==> src/rtl/textmode_pkg.sv <==
//======================================================================
// Module : textmode_pkg
// Brief  : Shared geometry, cell type and slot encoding for the text VRAM scheduler.
// Rev    : 1.0
//======================================================================
`default_nettype none

package textmode_pkg;
    localparam int H_RES       = 640;
    localparam int V_RES       = 480;
    localparam int CELL_W      = 8;
    localparam int CELL_H      = 16;
    localparam int COLS        = H_RES / CELL_W;
    localparam int ROWS        = V_RES / CELL_H;
    localparam int AW          = 12;
    localparam int COL_W       = 7;
    localparam int CELL_W_LOG2 = $clog2(CELL_W);
    localparam int CELL_H_LOG2 = $clog2(CELL_H);

    typedef struct packed {
        logic [7:0] attr;
        logic [7:0] chr;
    } cell_t;

    typedef enum logic [1:0] {
        IDLE = 2'd0,
        DISP = 2'd1,
        HRD  = 2'd2,
        HWR  = 2'd3
    } slot_t;
endpackage

`default_nettype wire

==> src/rtl/textmode_vram_sched.sv <==
//======================================================================
// Module : textmode_vram_sched
// Brief  : Single-port text VRAM scheduler; display cell fetch has priority, host fills spare cycles.
// Rev    : 1.0
//======================================================================
`default_nettype none

module textmode_vram_sched
    import textmode_pkg::*;
#(
    parameter int CORDW = 16
) (
    input  logic                    clk_pix,
    input  logic                    rst_pix,
    input  logic signed [CORDW-1:0] sx,
    input  logic signed [CORDW-1:0] sy,
    input  logic                    line,
    input  logic                    frame,
    input  logic                    req_valid,
    output logic                    req_ready,
    input  logic                    req_we,
    input  logic [AW-1:0]           req_addr,
    input  logic [15:0]             req_wdata,
    output logic                    rsp_valid,
    output logic [15:0]             rsp_rdata,
    output logic                    vram_en,
    output logic                    vram_we,
    output logic [AW-1:0]           vram_addr,
    output logic [15:0]             vram_wdata,
    input  logic [15:0]             vram_rdata,
    output logic                    cell_valid,
    output logic [COL_W-1:0]        cell_col,
    output logic [15:0]             cell_data
);

    localparam logic signed [CORDW-1:0] c_SX_FIRST = CORDW'(-(CELL_W + 1));
    localparam logic signed [CORDW-1:0] c_SX_LAST  = CORDW'(H_RES - CELL_W - 9);
    localparam logic signed [CORDW-1:0] c_V_RES    = CORDW'(V_RES);
    localparam logic signed [CORDW-1:0] c_ZERO     = '0;
    localparam logic [AW-1:0]           c_CELLS    = AW'(COLS * ROWS);
    localparam logic [AW-1:0]           c_COLS     = AW'(COLS);

    logic             w_in_rows;
    logic             w_disp_slot;
    logic             w_row_step;
    logic             w_accept;
    logic             w_oor;
    logic [COL_W-1:0] w_col;

    slot_t            r_slot;
    slot_t            r_slot_s2;
    logic [COL_W-1:0] r_col_s1;
    logic [COL_W-1:0] r_col_s2;
    logic             r_oor_s1;
    logic             r_oor_s2;
    logic [AW-1:0]    r_row_base;

    logic             r_vram_en;
    logic             r_vram_we;
    logic [AW-1:0]    r_vram_addr;
    logic [15:0]      r_vram_wdata;
    logic             r_cell_valid;
    logic [COL_W-1:0] r_cell_col;
    cell_t            r_cell_data;
    logic             r_rsp_valid;
    logic [15:0]      r_rsp_rdata;

    // The decision cycle for column c sits at sx = 8c-9, so the column is (sx+9)/8.
    assign w_in_rows   = (sy >= c_ZERO) && (sy < c_V_RES);
    assign w_disp_slot = w_in_rows
                      && (sx[CELL_W_LOG2-1:0] == CELL_W_LOG2'(CELL_W - 1))
                      && (sx >= c_SX_FIRST) && (sx <= c_SX_LAST);
    assign w_col       = COL_W'((sx - c_SX_FIRST) >>> CELL_W_LOG2);
    assign w_row_step  = line && (sy > c_ZERO) && (sy < c_V_RES)
                      && (sy[CELL_H_LOG2-1:0] == '0);
    assign w_oor       = (req_addr >= c_CELLS);
    assign req_ready   = ~rst_pix & ~w_disp_slot;
    assign w_accept    = req_valid & req_ready;

    always_ff @(posedge clk_pix) begin
        if (rst_pix) begin
            r_slot       <= IDLE;
            r_slot_s2    <= IDLE;
            r_col_s1     <= '0;
            r_col_s2     <= '0;
            r_oor_s1     <= 1'b0;
            r_oor_s2     <= 1'b0;
            r_row_base   <= '0;
            r_vram_en    <= 1'b0;
            r_vram_we    <= 1'b0;
            r_vram_addr  <= '0;
            r_vram_wdata <= '0;
            r_cell_valid <= 1'b0;
            r_cell_col   <= '0;
            r_cell_data  <= '0;
            r_rsp_valid  <= 1'b0;
            r_rsp_rdata  <= '0;
        end else begin
            if (frame || (line && sy == c_ZERO)) begin
                r_row_base <= '0;
            end else if (w_row_step) begin
                r_row_base <= r_row_base + c_COLS;
            end

            // Stage 1: slot decision and VRAM command.
            r_vram_en <= 1'b0;
            r_vram_we <= 1'b0;
            r_oor_s1  <= 1'b0;
            if (w_disp_slot) begin
                r_slot      <= DISP;
                r_vram_en   <= 1'b1;
                r_vram_addr <= r_row_base + AW'(w_col);
                r_col_s1    <= w_col;
            end else if (w_accept) begin
                r_slot       <= req_we ? HWR : HRD;
                r_vram_en    <= ~w_oor;
                r_vram_we    <= req_we & ~w_oor;
                r_vram_addr  <= req_addr;
                r_vram_wdata <= req_wdata;
                r_oor_s1     <= w_oor;
            end else begin
                r_slot <= IDLE;
            end

            // Stage 2: VRAM read data is valid while this stage is occupied.
            r_slot_s2 <= r_slot;
            r_col_s2  <= r_col_s1;
            r_oor_s2  <= r_oor_s1;

            r_cell_valid <= (r_slot_s2 == DISP);
            if (r_slot_s2 == DISP) begin
                r_cell_col  <= r_col_s2;
                r_cell_data <= cell_t'(vram_rdata);
            end

            r_rsp_valid <= (r_slot_s2 == HRD);
            if (r_slot_s2 == HRD) begin
                r_rsp_rdata <= r_oor_s2 ? 16'h0000 : vram_rdata;
            end
        end
    end

    assign vram_en    = r_vram_en;
    assign vram_we    = r_vram_we;
    assign vram_addr  = r_vram_addr;
    assign vram_wdata = r_vram_wdata;
    assign cell_valid = r_cell_valid;
    assign cell_col   = r_cell_col;
    assign cell_data  = r_cell_data;
    assign rsp_valid  = r_rsp_valid;
    assign rsp_rdata  = r_rsp_rdata;

endmodule

`default_nettype wire

==> config.mk <==
export PLATFORM = sky130hd
export DESIGN_NAME = textmode_vram_sched
export DESIGN_NICKNAME = d
export VERILOG_FILES = /design/src/rtl/textmode_pkg.sv /design/src/rtl/textmode_vram_sched.sv
export SDC_FILE = /design/constraint.sdc
export NUM_CORES = 1
export LEC_CHECK = 0
export CORE_MARGIN = 2
export CORE_UTILIZATION = 47
export CTS_CLUSTER_DIAMETER = 50
export DETAILED_ROUTE_END_ITERATION = 10
export PLACE_DENSITY = 0.91
export SYNTH_ARGS = -nofsm -noshare
export SYNTH_HDL_FRONTEND = slang
export SYNTH_SLANG_ARGS = --single-unit
==> constraint.sdc <==
create_clock -name clk_pix -period 7.2 [get_ports clk_pix]
set_clock_uncertainty 0.05 [all_clocks]
set_input_delay 1.44 -clock clk_pix [delete_from_list [all_inputs] [get_ports clk_pix]]
set_output_delay 1.44 -clock clk_pix [all_outputs]
set_load 0.01 [all_outputs]
# After elaboration in Yosys (flattened, before gate mapping)
# Index checks and enable logic that the tools add are counted.
# classes
n_addsub,3
n_mul,0
n_div,0
magnitude_cmp,6
eq_ne,3
n_shift,0
mux,8
bitwise,7
n_reduce_logical,15
# ops
op,n
$mux W12,2
$ge A16 B1 Y1 const B,1
$ge A16 B5 Y1 const B,1
$gt A16 B1 Y1 const B,1
$le A16 B11 Y1 const B,1
$logic_not A16 Y1,1
$lt A16 B10 Y1 const B,1
$mux W16,1
$add A12 B7 Y12,1
$add A12 B7 Y12 const B,1
$ge A12 B12 Y1 const B,1
$sub A10 B5 Y10 const B,1
$logic_and A1 B1 Y1,8
$mux W1,5
$logic_not A4 Y1,1
$not A1 Y1,4
$and A1 B1 Y1,3
$eq A3 B3 Y1 const B,1
$reduce_or A3 Y1,1
$eq A2 B1 Y1 const B,1
$eq A2 B2 Y1 const B,1
$reduce_and A2 Y1,1
$reduce_bool A2 Y1,1
$reduce_or A2 Y1,1
$logic_or A1 B1 Y1,1
# word_totals
reg_bits,103
latch_bits,0
mem_bits_rw,0
rom_bits,0
in_bits,82
output_inout_bits,72
wordCells,60
n_memories,0

# Logic depth before layout (Yosys ltp)
# Gate-level depths: netlist of run 1.
# logic_depth
ltp_word,10
ltp_mapped,10
mapped_depth_nobuf,10

# Least setup slack after synthesis of run 1
# Ideal clock, no wire load.
# synth_timing
path_type,input port to output port
from,input sx[14]
to,output req_ready
arrival_ns,2.954
t_required_ns,5.710
setup_slack_ns,2.756
stages,5
n_path_buf,0
cell_sequence,or4_1 -> a2111o_1 -> o21a_4 -> nor2_1 -> nor2_1
# synth_via
elab_chain_cells,5
word_cells_on_any_way,6
classes_between,2 x order compare; 2 x bitwise; 2 x reduce/logical
# synth_rtl
element,line_no,text
start: declaration,textmode_vram_sched.sv:15,"input logic signed [CORDW-1:0] sx,"
$ge A16 B5 Y1,textmode_vram_sched.sv:72,&& (sx >= c_SX_FIRST) && (sx <= c_SX_LAST);
$logic_and A1 B1 Y1,textmode_vram_sched.sv:72,
$logic_and A1 B1 Y1 (*),textmode_vram_sched.sv:72,
$not A1 Y1 (no line) (*),-,
$and A1 B1 Y1 (*),textmode_vram_sched.sv:77,assign req_ready = ~rst_pix & ~w_disp_slot;
end: declaration,textmode_vram_sched.sv:20,"output logic req_ready,"
# Every way passes the cells marked *; elsewhere a longest branch is shown, timed or not.

# Worst setup path after layout of run 1
# Same ends and word-level chain as after synthesis.

==> impl_results.md, run 1 <==
* Critical Path AT at 4.14 ns
* Max-cap check violation count at 0
* Core Util, Final at 70.7%
* Worst r2r path cells at 7
* Core area at 8220 µm²
* Clock sinks at 99
* Post-DP HPWL at 7.75 mm
* Worst-Margin Slew at 1.23 ns
* Main synth FF type: dfxtp_1
* Crit path kind: primary input to output port
* Setup violators final at 0
* RSZ-0062 raised after global routing: false
* Setup TNS at 0 ns
* Area share of the largest cell type after synthesis at 49.8%
* Number of flops mapped to enable cells by yosys at 0
* Die ar. at 9220 µm²
* DR vias at 3651
* Syn-to-layout area delta at 46.0%
* Register area at 1980 µm²
* Die Wd at 96.0 µm
* R2r endpoint: vram_addr[10]
* Overall Power at 1.17 mW
* Mapped Area at 3980 µm²
* Layout cells sized above 1 at 5.72%
* Yosys cell types at 48
* Cts bufs inserted at 9
* Rows at 33
* Worst rel slew slack at 18.1%
* # DRC at 0
* First-pass GRT wire length at 16.4 mm
* Worst Path Required at 5.71 ns
* CP Capture Type: output port
* Hold Violations, Final at 0
* Power Density at 202 nW/µm²
* Top achievable clock speed at 178 MHz
* Routed vias/inst at 5.35
* Mean Syn Cell Area at 9.19 µm²
* Hold depth at 2
* Die H at 96.0 µm
* Peak VDD IR at 124 µV
* Worst Hold End: cell_col[0]
* Initial antenna violation count at 0
* WHS at 0.388 ns
* Clk root buf: clkbuf_8
* Fraction of the yosys area taken by sequential cells at 49.8%
* Placed insts at 667
* Multi-input gate area at 1870 µm²
* Period minus WS final at 5.63 ns
* Port bufs at 153
* P_leak at 2.15 nW
* R2r setup slk at 5.28 ns
* Max FO, Critical Path at 15
* Htree depth at 3
* Antenna cells at 0
* Post-synth top area cell: dfxtp_1
* 1st-iter DRT viols at 118
* Fin nets at 660
* Pre-antenna DRT Iters at 4
* Max-slew violations at 0
* Largest net degree at the start of global routing at 59
* Post-route non-filler standard cell count at 682
* Final period util at 78.2%
* Startpoint type of the worst setup path: primary input
* Fillers at 634
* Hold Buf Count CTS at 0
* Worst hold path type: register to register
* Hold_sp: r_col_s2[0]
* Net Count, Synth at 520
* Vias in the first global route at 3543
* Syn Inst Count at 433
* Initial Util at 48.4%
* WL final at 10.5 mm
* Post-CTS Setup Bufs at 0
* GRT overflow at 0
* Clk Latency, worst-skew pair at 0.35 ns
* Post-route ant nets at 0
* Asr flop ratio synth at 0%
* CTS tree: yes
* Top post-synthesis cells by area: dfxtp_1 (50%), nand2_1 (8.4%), mux2i_1 (6.0%), a21oi_1 (5.9%), a22o_1 (3.5%)
* # resized after CTS at 0
* Synthesis-stage register bit count at 99
* GRT Util Overall at 22.7%
* I/O pin cnt at 154
* Wire per inst at 15.4 µm
* Outcome: complete, no violations
* Routability Congestion at 0.865
* Ys Warns at 0
* Reg2reg start: r_row_base[4]
* Clock transition at the registers of the reported paths at 0.09 ns
* Bufs on Longest Clock Path at 2
[logic make-up (layout without fill, tap and decap cells)]
family,after synthesis,after routing,synth area share [%]
mux,29,29,7.45
flops,99,99,49.8
buf+inv,30,174,3.08
simple gates,159,159,19.0
compound gates,96,96,15.6
fa+ha+maj,5,5,1.76
xor+xnor,15,15,3.30
[per-stage QoR]
step	setup slack, ns	area (µm²)
floorplan	2.76	3980
global route	1.49	5810
CTS	1.56	5810
finish	1.57	5810
global placement	1.67	5550
detailed placement	1.59	5550
[critical path: stages]
cell and delay (ns):
clkdlybuf4s50_1 0.42, or4_1 0.54, a2111o_1 0.46, o21a_4 0.20
nor2_1 0.50, nor2_1 0.08, clkdlybuf4s50_1 0.50
[sequential cells by signal (all words and copies together), names as in the netlist, 2 cells and up]
signal,flops
cell_data,16
r_row_base,8
r_col_s2,7
r_col_s1,7
r_slot_s2,2
cell_col,7
r_slot,2
rsp_rdata,16
vram_wdata,16
vram_addr,12
[final cells by class]
type	count	area share [%]
Clock inverter	6	2.37
Tap cell	105	2.26
Sequential cell	99	34.1
Inverter	3	0.194
Multi-Input combinational cell	304	32.3
Timing Repair Buffer	156	26.7
Clock buffer	9	2.13
[power by group]
group          leakage (nW)  switching [mW]  internal (mW)
logic                  1.22          0.0595         0.0840
registers             0.806         0.00791          0.563
clock network         0.130           0.190          0.266
total                  2.15           0.257          0.913
[layout by cell type, fill, tap and decap left out, types with 6 or more instances in the layout]
cell type        instances
o31ai_1                  9
nand3_1                 10
clkbuf_8                 9
xnor2_1                  9
a21oi_1                 47
clkdlybuf4s50_1        152
nand4_1                  6
nor2b_1                 13
nand2_1                 89
dfxtp_1                 99
mux2i_1                 24
o21ai_0                 11
xor2_1                   6
nor2_1                  17
a22o_1                  16
[Yosys cell counts, drive strengths merged, types with 2 or more instances]
| cell type | count |
|---|---|
| dfxtp | 99 |
| nand2 | 89 |
| a21oi | 47 |
| mux2i | 24 |
| clkbuf | 21 |
| nor2 | 17 |
| a22o | 16 |
| nor2b | 13 |
| o21ai | 13 |
| nand3 | 11 |
| o31ai | 9 |
| xnor2 | 9 |
| buf | 6 |
| nand4 | 6 |
| or4 | 6 |
| xor2 | 6 |
| mux2 | 5 |
| nor4 | 5 |
| ha | 4 |
| inv | 3 |
| a31o | 2 |
| and3 | 2 |
| nor4b | 2 |
| or3 | 2 |
[worst max path at each step]
stage / startpoint / end / cells after the start
3_5_place_dp: sx[14] / req_ready / 7
6_report: sx[14] / req_ready / 7
3_3_place_gp: sx[14] / req_ready / 7
5_1_grt: sx[14] / req_ready / 7
4_1_cts: sx[14] / req_ready / 7
2_1_floorplan: sx[14] / req_ready / 5
[per-layer routing]
metal / global-route usage (%) / vias to the layer above / share of wire, %
met4: 9.40 / 0 / 2.0
met5: 0 / - / 0
met2: 42.1 / 148 / 52
met1: 25.3 / 1692 / 40
li1: - / 1789 / -
met3: 4.23 / 22 / 6.1
Note: power is estimated with default switching activity, not from simulation.
==> run 2: changes to the inputs <==
--- a/config.mk
+++ b/config.mk
@@ -6,10 +6,10 @@
 export NUM_CORES = 1
 export LEC_CHECK = 0
 export CORE_MARGIN = 2
-export CORE_UTILIZATION = 47
+export CORE_UTILIZATION = 39
 export CTS_CLUSTER_DIAMETER = 50
 export DETAILED_ROUTE_END_ITERATION = 10
-export PLACE_DENSITY = 0.91
+export PLACE_DENSITY = 0.81
 export SYNTH_ARGS = -nofsm -noshare
 export SYNTH_HDL_FRONTEND = slang
 export SYNTH_SLANG_ARGS = --single-unit
==> constraint.sdc (replaced) <==
create_clock -name clk_pix -period 4.62 [get_ports clk_pix]
set_clock_uncertainty 0.05 [all_clocks]
set_input_delay 0.924 -clock clk_pix [delete_from_list [all_inputs] [get_ports clk_pix]]
set_output_delay 0.924 -clock clk_pix [all_outputs]
set_load 0.01 [all_outputs]
==> run 2 against run 1 <==
Worst hold slack better by 0.0041 ns. Routed wire length is 3.4% lower. Register-to-register slack got worse by 2.5 ns. Clock power is 14% higher. Critical endpoint unchanged.
==> impl_results.md, run 2 (synthesis gave the netlist of run 1 again) <==
* Outcome: complete, no violations (unchanged)
* Port bufs at 153 (unchanged)
* Hold_sp: r_col_s2[1] (was r_col_s2[0])
* Clock sinks at 99 (unchanged)
* Core Util, Final at 59.0% (was 70.7%)
* Worst-Margin Slew at 1.28 ns (was 1.23 ns)
* DP Area at 5610 µm² (was 5550 µm²)
* Post-route non-filler standard cell count at 714 (was 682)
* R2r endpoint: rsp_rdata[14] (was vram_addr[10])
* Layout cells sized above 1 at 6.37% (was 5.72%)
* Die ar. at 11000 µm² (was 9220 µm²)
* Crit path kind: primary input to output port (unchanged)
* Pre-antenna DRT Iters at 4 (unchanged)
* Max-cap check violation count at 0 (unchanged)
* Peak VDD IR at 141 µV (was 124 µV)
* Worst rel slew slack at 14.9% (was 18.1%)
* Vias in the first global route at 3706 (was 3543)
* DR vias at 3647 (was 3651)
* Htree depth at 3 (unchanged)
* Syn-to-layout area delta at 45.6% (was 46.0%)
* Place WS at 0.404 ns (was 1.59 ns)
* CP endpoint: req_ready (unchanged)
* Final period util at 91.1%
* Rows at 36 (was 33)
* Setup violators final at 0 (unchanged)
* Critical Path AT at 3.24 ns (was 4.14 ns)
* P_leak at 2.13 nW (was 2.15 nW)
* Design area at 5790 µm² (was 5810 µm²)
* Wire per inst at 14.2 µm (was 15.4 µm)
* Hold Violations, Final at 0 (unchanged)
* Commonest non-fill, non-tap cell in the layout: clkdlybuf4s50_1 (unchanged)
* Top Family by Delay on Critical Path: buffers and inverters (was simple AND/OR/NAND/NOR gates)
* Fin nets at 663 (was 660)
* Power Density at 281 nW/µm² (was 202 nW/µm²)
* Top achievable clock speed at 237 MHz
* Bufs on Longest Clock Path at 2 (unchanged)
* Worst hold path type: register to register (unchanged)
* Worst path depth at 7 (unchanged)
* WP buf/inv at 2 (unchanged)
* RSZ-0062 raised after global routing: false (unchanged)
* GRT Util Overall at 18.4% (was 22.7%)
* CP Capture Type: output port (unchanged)
* Routed vias/inst at 5.11 (was 5.35)
* Setup WS post-layout at 0.409 ns (was 1.57 ns)
* Crit path max-delay cell type: or4_1 (unchanged)
* Crit path from: sx[14] (unchanged)
* Antenna cells at 0 (unchanged)
* CTS tree: yes (unchanged)
* WL final at 10.1 mm (was 10.5 mm)
* Clk root buf: clkbuf_8 (unchanged)
* Placed insts at 698 (was 667)
* Hold Buf Count CTS at 0 (unchanged)
* I/O pin cnt at 154 (unchanged)
* Fillers at 895 (was 634)
* Startpoint type of the worst setup path: primary input (unchanged)
* Setup TNS at 0 ns (unchanged)
* Worst r2r path cells at 4 (was 7)
* WHS at 0.393 ns (was 0.388 ns)
* Most frequent cells in the layout: clkdlybuf4s50_1 (152), dfxtp_1 (99), nand2_1 (89) (unchanged)
* Multi-input gate area at 1870 µm² (unchanged)
* First-pass GRT wire length at 16.9 mm (was 16.4 mm)
* Overall Power at 1.63 mW (was 1.17 mW)
* CP max stage delay at 0.52 ns (was 0.54 ns)
* Max FO, Critical Path at 15 (unchanged)
* Period minus WS final at 4.21 ns
* Post-DP HPWL at 7.82 mm (was 7.75 mm)
* Post-CTS Setup Bufs at 0 (unchanged)
* Initial Util at 40.5% (was 48.4%)
* Worst Path Required at 3.65 ns (was 5.71 ns)
* Clk Latency, worst-skew pair at 0.35 ns (about the same)
* # DRC at 0 (unchanged)
* Max-slew violations at 0 (unchanged)
* Cts bufs inserted at 9 (unchanged)
* Post-route ant nets at 0 (unchanged)
* Routability Congestion at 0.796 (was 0.865)
* GRT overflow at 0 (unchanged)
* Die H at 105 µm (was 96.0 µm)
* R2r setup slk at 2.78 ns (was 5.28 ns)
* Worst path cell trace: clkdlybuf4s50_1, or4_1, a2111o_1, o21a_4, nor2_1, nor2_1, clkdlybuf4s50_1 (unchanged)
* 1st-iter DRT viols at 96 (was 118)
* # resized after CTS at 0 (unchanged)
* Clock transition at the registers of the reported paths at 0.10 ns (was 0.09 ns)
* Initial antenna violation count at 0 (unchanged)
* Reg2reg start: r_slot_s2[0] (was r_row_base[4])
* Register area at 1980 µm² (unchanged)
* Die Wd at 105 µm (was 96.0 µm)
* Largest net degree at the start of global routing at 41 (was 59)
* Core area at 9820 µm² (was 8220 µm²)
[run 2: cell count changes in the layout (fill, tap and decap cells not counted), sizes merged]
cell | previous run | this run
buf | 4 | 7
inv | 4 | 3
clkinvlp | 0 | 2
bufinv | 4 | 0
clkbuf | 9 | 11
clkinv | 1 | 3
[run 2: where the power goes]
part	leakage, nW	internal (mW)	switching (mW)
clock	0.0915	0.226	0.291
sequential	0.806	0.878	0.0120
combinational	1.23	0.131	0.0909
[run 2: worst min-delay path, cell delays in order (launching register included)]
cell and delay, ns:
dfxtp_1 0.31, nand2_1 0.05, a21oi_1 0.05
[run 2: area by class of cell]
class                   instances  area share (%)
flip-flops and latches         99            34.2
multi-input cells             304            32.3
repair buffers                159            27.1
well taps                     133            2.87
clock buffers                  11            2.61
clock inverters                 5           0.648
inverters                       3           0.194
[run 2: metal layers]
metal | wire length (µm) | GRT usage, % | up-vias | share of wire [%]
li1 | - | - | 1786 | -
met1 | 4230 | 20.5 | 1713 | 42
met2 | 5090 | 34.2 | 125 | 50
met3 | 488 | 3.24 | 23 | 4.8
met4 | 317 | 8.00 | 0 | 3.1
met5 | 0 | 0 | - | 0
[run 2: worst min-delay path by stage]
stage / endpoint / cells after the start
floorplan: r_oor_s2 / 1
global placement: r_slot_s2[1] / 1
detailed placement: r_slot_s2[0] / 1
CTS: cell_col[3] / 2
global route: r_slot_s2[0] / 1
finish: cell_col[1] / 2
